### config.mk
export PLATFORM = sky130hd
export DESIGN_NAME = spi_slave
export DESIGN_NICKNAME = d
export VERILOG_FILES = /design/src/rtl/spi_slave.sv
export SDC_FILE = /design/constraint.sdc
export NUM_CORES = 1
export LEC_CHECK = 0
export CORE_ASPECT_RATIO = 1.25
export CORE_UTILIZATION = 50
export CTS_BUF_LIST = sky130_fd_sc_hd__clkbuf_8 sky130_fd_sc_hd__clkbuf_16
export CTS_CLUSTER_SIZE = 20
export DETAILED_ROUTE_END_ITERATION = 8
export PLACE_DENSITY_LB_ADDON = 0.3
export SLEW_MARGIN = 20
export SYNTH_ARGS = -nofsm -noshare
export SYNTH_HDL_FRONTEND = slang
export SYNTH_SLANG_ARGS = --single-unit
### constraint.sdc
create_clock -name clk -period 4.3 [get_ports clk]
set_input_delay 0.86 -clock clk [delete_from_list [all_inputs] [get_ports clk]]
set_output_delay 0.86 -clock clk [all_outputs]
set_load 0.005 [all_outputs]
### src/rtl/spi_slave.sv
// SPI mode-0 responder with a 4-register CPU port. SPI pins are oversampled in the clk domain.
// Optional: define SPI_SLAVE_IRQ_EN to add the interrupt-enable register (addr 3) and a live irq.
module spi_slave #(
   parameter int         SYNC_STAGES = 2,
   parameter logic [7:0] FILL_RESET  = 8'hFF
) (
   input  logic       clk,
   input  logic       reset,
   input  logic       enable,
   input  logic       rnw,
   input  logic [1:0] addr,
   input  logic [7:0] din,
   output logic [7:0] dout,
   input  logic       sclk,
   input  logic       ss,
   input  logic       mosi,
   output logic       miso,
   output logic       miso_oe,
   output logic       irq
);

   typedef enum logic {IDLE, ACTIVE} state_t;

   logic [SYNC_STAGES-1:0] sclkSync_q, ssSync_q, mosiSync_q;
   logic                   sclkHist_q, ssHist_q;
   logic                   sclkS, ssS, mosiS;
   logic                   sclkRise, sclkFall, ssFall, ssRise;

   state_t     state_q, state_d;
   logic [7:0] shiftTx_q, shiftTx_d;
   logic [6:0] shiftRx_q, shiftRx_d;
   logic [2:0] bitcnt_q, bitcnt_d;
   logic       pending_q, pending_d;
   logic       miso_q, miso_d;
   logic       misoOe_q, misoOe_d;
   logic [7:0] hold_q, hold_d;
   logic       txFull_q, txFull_d;
   logic [7:0] fill_q, fill_d;
   logic [7:0] rxData_q, rxData_d;
   logic       rxFull_q, rxFull_d;
   logic       overrun_q, overrun_d;
   logic [7:0] dout_q, dout_d;

   logic       rdRx, wrTx, wrStat, wrFill, wrIe;
   logic       loadTx, byteDone;
   logic [7:0] loadVal, statusByte, ieByte;

   // Pin synchronisers plus one history flop; ss idles high, sclk idles low.
   always_ff @(posedge clk or posedge reset) begin
      if (reset) begin
         sclkSync_q <= '0;
         ssSync_q   <= '1;
         mosiSync_q <= '0;
         sclkHist_q <= 1'b0;
         ssHist_q   <= 1'b1;
      end else begin
         sclkSync_q <= {sclkSync_q[SYNC_STAGES-2:0], sclk};
         ssSync_q   <= {ssSync_q[SYNC_STAGES-2:0], ss};
         mosiSync_q <= {mosiSync_q[SYNC_STAGES-2:0], mosi};
         sclkHist_q <= sclkSync_q[SYNC_STAGES-1];
         ssHist_q   <= ssSync_q[SYNC_STAGES-1];
      end
   end

   assign sclkS    = sclkSync_q[SYNC_STAGES-1];
   assign ssS      = ssSync_q[SYNC_STAGES-1];
   assign mosiS    = mosiSync_q[SYNC_STAGES-1];
   assign sclkRise = sclkS & ~sclkHist_q;
   assign sclkFall = ~sclkS & sclkHist_q;
   assign ssFall   = ~ssS & ssHist_q;
   assign ssRise   = ssS & ~ssHist_q;

   assign rdRx   = enable & rnw & (addr == 2'd0);
   assign wrTx   = enable & ~rnw & (addr == 2'd0);
   assign wrStat = enable & ~rnw & (addr == 2'd1);
   assign wrFill = enable & ~rnw & (addr == 2'd2);
   assign wrIe   = enable & ~rnw & (addr == 2'd3);

   assign loadVal    = txFull_q ? hold_q : fill_q;
   assign statusByte = {3'b000, (bitcnt_q != 3'd0), (state_q == ACTIVE), overrun_q, txFull_q, rxFull_q};

`ifdef SPI_SLAVE_IRQ_EN
   logic [1:0] ie_q, ie_d;
   logic       irq_q, irq_d;

   assign ieByte = {6'b000000, ie_q};
   assign irq    = irq_q;

   always_comb begin
      ie_d  = ie_q;
      irq_d = (rxFull_q & ie_q[0]) | (overrun_q & ie_q[1]);
      if (wrIe) ie_d = din[1:0];
   end

   always_ff @(posedge clk or posedge reset) begin
      if (reset) begin
         ie_q  <= 2'b00;
         irq_q <= 1'b0;
      end else begin
         ie_q  <= ie_d;
         irq_q <= irq_d;
      end
   end
`else
   logic unusedIe;

   assign ieByte   = 8'h00;
   assign irq      = 1'b0;
   assign unusedIe = wrIe;
`endif

   // Frame FSM and CPU register updates; SPI and CPU actions in the same cycle both take effect.
   always_comb begin
      state_d   = state_q;
      shiftTx_d = shiftTx_q;
      shiftRx_d = shiftRx_q;
      bitcnt_d  = bitcnt_q;
      pending_d = pending_q;
      miso_d    = miso_q;
      misoOe_d  = misoOe_q;
      hold_d    = hold_q;
      txFull_d  = txFull_q;
      fill_d    = fill_q;
      rxData_d  = rxData_q;
      rxFull_d  = rxFull_q;
      overrun_d = overrun_q;
      dout_d    = dout_q;
      loadTx    = 1'b0;
      byteDone  = 1'b0;

      unique case (state_q)
         IDLE: begin
            if (ssFall) begin
               shiftTx_d = loadVal;
               miso_d    = loadVal[7];
               misoOe_d  = 1'b1;
               bitcnt_d  = 3'd0;
               pending_d = 1'b0;
               loadTx    = 1'b1;
               state_d   = ACTIVE;
            end
         end
         ACTIVE: begin
            if (ssRise) begin
               state_d   = IDLE;
               bitcnt_d  = 3'd0;
               pending_d = 1'b0;
               miso_d    = 1'b1;
               misoOe_d  = 1'b0;
            end else if (sclkRise) begin
               shiftRx_d = {shiftRx_q[5:0], mosiS};
               if (bitcnt_q == 3'd7) begin
                  byteDone  = 1'b1;
                  bitcnt_d  = 3'd0;
                  pending_d = 1'b1;
               end else begin
                  bitcnt_d = bitcnt_q + 3'd1;
               end
            end else if (sclkFall && (bitcnt_q != 3'd0 || pending_q)) begin
               // A fall with no rise yet in this frame is ignored by the guard above.
               if (pending_q) begin
                  shiftTx_d = loadVal;
                  miso_d    = loadVal[7];
                  pending_d = 1'b0;
                  loadTx    = 1'b1;
               end else begin
                  shiftTx_d = {shiftTx_q[6:0], shiftTx_q[7]};
                  miso_d    = shiftTx_q[6];
               end
            end
         end
         default: state_d = IDLE;
      endcase

      if (loadTx) txFull_d = 1'b0;
      if (wrTx) begin
         hold_d   = din;
         txFull_d = 1'b1;
      end
      if (wrFill) fill_d = din;
      if (rdRx) rxFull_d = 1'b0;
      if (wrStat && din[2]) overrun_d = 1'b0;

      if (byteDone) begin
         rxData_d = {shiftRx_q, mosiS};
         rxFull_d = 1'b1;
         if (rxFull_q && !rdRx) overrun_d = 1'b1;
      end

      if (enable && rnw) begin
         unique case (addr)
            2'd0:    dout_d = rxData_q;
            2'd1:    dout_d = statusByte;
            2'd2:    dout_d = fill_q;
            default: dout_d = ieByte;
         endcase
      end
   end

   always_ff @(posedge clk or posedge reset) begin
      if (reset) begin
         state_q   <= IDLE;
         shiftTx_q <= 8'h00;
         shiftRx_q <= 7'h00;
         bitcnt_q  <= 3'd0;
         pending_q <= 1'b0;
         miso_q    <= 1'b1;
         misoOe_q  <= 1'b0;
         hold_q    <= 8'h00;
         txFull_q  <= 1'b0;
         fill_q    <= FILL_RESET;
         rxData_q  <= 8'h00;
         rxFull_q  <= 1'b0;
         overrun_q <= 1'b0;
         dout_q    <= 8'h00;
      end else begin
         state_q   <= state_d;
         shiftTx_q <= shiftTx_d;
         shiftRx_q <= shiftRx_d;
         bitcnt_q  <= bitcnt_d;
         pending_q <= pending_d;
         miso_q    <= miso_d;
         misoOe_q  <= misoOe_d;
         hold_q    <= hold_d;
         txFull_q  <= txFull_d;
         fill_q    <= fill_d;
         rxData_q  <= rxData_d;
         rxFull_q  <= rxFull_d;
         overrun_q <= overrun_d;
         dout_q    <= dout_d;
      end
   end

   assign dout    = dout_q;
   assign miso    = miso_q;
   assign miso_oe = misoOe_q;

endmodule

==> flow_summary_export.csv <==
group,metric,value,unit
outcome,outcome,"finished, final reports clean",
critical_path,required,4.56,ns
die,dieArea,0.00613,mm2
yosys,synth_common_cells,"53 x dfrtp_1, 34 x mux2_2, 18 x a21oi_1",
clock_tree,cts_tree,"done",
clock_tree,postCtsHoldBufs,0,
critical_path,cp.arrival,2.64,ns
critical_path,r2r-start,"ssHist_q",
sta,fmax,420,MHz
pwr,power.leakage,1.51,nW
yosys,synth-seq-cells,65,
routing,detail-route-antenna-nets,0,
finish,fin_cells,329,
yosys,synth_top_area_share,45.6,%
global_routing,grt_max_degree,50,
place,numPortBuffers,26,
sta,fin_ws,1.92,ns
critical_path,r2r-end,"shiftTx_q[6]",
sta,rsz0062_at_grt,"false",
sta,finClkSkew,0.0130,ns
critical_path,cp-end-kind,"register",
yosys,yosys.area.top_type,"dfrtp_1",
critical_path,crit_type,"input pin to register",
global_routing,grt_first_pass_wirelength,8.76,mm
sta,slew_headroom,45.3,%
critical_path,cp_max_fo,12,
clock_tree,clock_tree.root_cell,"clkbuf_8",
sta,finalCritPeriodShare,55.4,%
place,preCtsSetupSlack,1.54,ns
place,gp_congestion,0.811,
pwr,power,1.66,mW
worst_hold_path,holdCritStartpoint,"sclkSync_q[0]",
die,die_x,70.2,um
clock_tree,cts.repair.resized,0,
global_routing,overflow,0,
finish,drive_above_1_share,28.7,%
routing,drt-total-wl,5.16,mm
clock_tree,h-tree-depth,3,
yosys,syn_nets,251,
die,core,0.00552,mm2
clock_tree,clkSinkCount,65,
yosys,async_flop_share,100,%
yosys,yosysUniqueCellTypes,34,
die,ios,28,
pwr,power_density,489,mW/mm2
global_routing,grt_pass1_vias,1797,
yosys,yosys-top-cells-area,"dfrtp_1 46%, mux2_2 13%, dfstp_2 11%",
pwr,ir_drop,301,uV
sta,setup_viol,0,
sta,period_minus_slack,2.38,ns
clock_tree,clock_latency,0.34,ns
place,dp_cells,313,
sta,tightestPinTransition,0.820,ns
finish,final_nets,280,
yosys,synth_edf_count,0,
die,start_util,52.7,%
place,hpwlAfterDp,3.65,mm
clock_tree,cts-buffers-inserted,9,
sta,hold_viol_final,0,
global_routing,grt_util_all_layers,18.9,%
sta,tns,0,ns
worst_hold_path,hp-class,"register to register",
clock_tree,post_cts_buffers,0,
global_routing,antenna_found_initial,0,
yosys,yosys_warnings,0,
finish,syn_to_final_growth,16.5,%
critical_path,critPathLaunchType,"input pin",
die,die_y,87.3,um
critical_path,reg2reg_depth,4,
sta,whs,0.354,ns
yosys,synth.most_common_cell,"dfrtp_1",
routing,post_drt_via_cell_ratio,5.48,
clock_tree,clk_pin_slew,0.06,ns
critical_path,rrSetupSlack,2.43,ns
yosys,seq_area_frac_synth,56.5,%
routing,vias,1804,
yosys,synth_area,0.00291,mm2
yosys,ys.flop_type,"dfrtp_1",
routing,drt-pass1-iter-count,4,
finish,nFillCells,449,
yosys,syn_inst,231,
sta,drv_slew,0,
worst_hold_path,min_path_cells,0,
finish,num_antenna_cells,0,
die,rows,30,
routing,wl_per_cell,15.7,um
clock_tree,clk_path_buf_depth,2,
worst_hold_path,holdPathEnd,"sclkSync_q[1]",
routing,drc_errors,0,
flow_run,drv_cap,0,
routing,first_iter_violations,103,
yosys,synth.avg_cell_area,12.6,um2
[through the flow]
| stage | cell area, um2 | utilization [%] |
|---|---|---|
| after floorplan | 2910 | - |
| after global placement | 3200 | 57.9 |
| after detailed placement | 3200 | 57.9 |
| after CTS | 3390 | 61.4 |
| after global routing | 3390 | 61.4 |
| final | 3390 | 61.4 |
[registers in the layout, indices dropped and copies added, names as in the netlist]
register,cells
txFull_q,1
overrun_q,1
ssHist_q,1
hold_q,8
bitcnt_q,3
dout,8
mosiSync_q,2
rxData_q,8
pending_q,1
miso,1
ssSync_q,2
rxFull_q,1
sclkSync_q,2
fill_q,8
miso_oe,1
shiftTx_q,8
shiftRx_q,7
sclkHist_q,1
state_q,1
[cells in the final DEF, fill, tap and decap left out, types with 2 or more instances in the layout]
| cell type | instances |
|---|---|
| nand2b_1 | 5 |
| nand2_1 | 16 |
| o21ai_0 | 16 |
| a211oi_1 | 4 |
| ha_1 | 3 |
| mux2_2 | 34 |
| dfrtp_1 | 53 |
| clkbuf_8 | 10 |
| mux2_4 | 3 |
| nor2_1 | 16 |
| dfstp_2 | 12 |
| a21oi_1 | 18 |
| mux2_1 | 3 |
| inv_1 | 5 |
| mux2i_1 | 16 |
| nor2b_1 | 3 |
| clkinv_2 | 4 |
| or2_2 | 2 |
| clkdlybuf4s50_1 | 26 |
[worst max-delay path: stages]
cell and delay, ns:
clkdlybuf4s50_1 0.89, nor3b_4 0.50, mux2_2 0.38
[area by class of cell]
class	count	area [um2]	share of cell area, %
clock inverters	6	52.6	1.55
repair buffers	27	268	7.91
inverters	4	16.3	0.480
flip-flops and latches	65	1640	48.5
clock buffers	10	138	4.06
well taps	64	80.1	2.36
multi-input cells	153	1190	35.2
[how the worst max path moves through the flow]
stage | start | end | cells after the start
2_1_floorplan | reset | bitcnt_q[0] | 1
3_3_place_gp | addr[1] | fill_q[1] | 3
3_5_place_dp | addr[1] | fill_q[1] | 3
4_1_cts | addr[1] | fill_q[3] | 3
5_1_grt | addr[1] | fill_q[2] | 3
6_report | addr[1] | fill_q[3] | 3
[where the power goes]
part / total, mW / leakage, nW / internal (mW) / switching (mW)
Clock: 0.495 / 0.108 / 0.276 / 0.219
Sequential: 0.856 / 0.797 / 0.757 / 0.0983
Combinational: 0.307 / 0.608 / 0.184 / 0.123
[cells by family (layout without fill, tap and decap cells)]
| kind of cell | after synthesis | in the layout | synth area share [%] |
|---|---|---|---|
| AO/OA/AOI/OAI | 43 | 43 | 8.65 |
| adder cells (fa/ha/maj) | 3 | 3 | 1.29 |
| buffers and inverters | 13 | 47 | 2.58 |
| flip-flops | 65 | 65 | 56.5 |
| multiplexers | 56 | 56 | 21.4 |
| other | 1 | 1 | 0.129 |
| AND/OR/NAND/NOR | 50 | 50 | 9.51 |
[per-layer routing]
metal | wire [um] | vias to the layer above | share of wire, % | track usage, %
met3 | 167 | 10 | 3.2 | 3.82
met2 | 2470 | 27 | 48 | 29.1
li1 | - | 865 | - | -
met1 | 2410 | 902 | 47 | 24.6
met4 | 109 | 0 | 2.1 | 11.6
met5 | 0 | - | 0 | 0
Note: power is estimated with default switching activity, not from simulation.
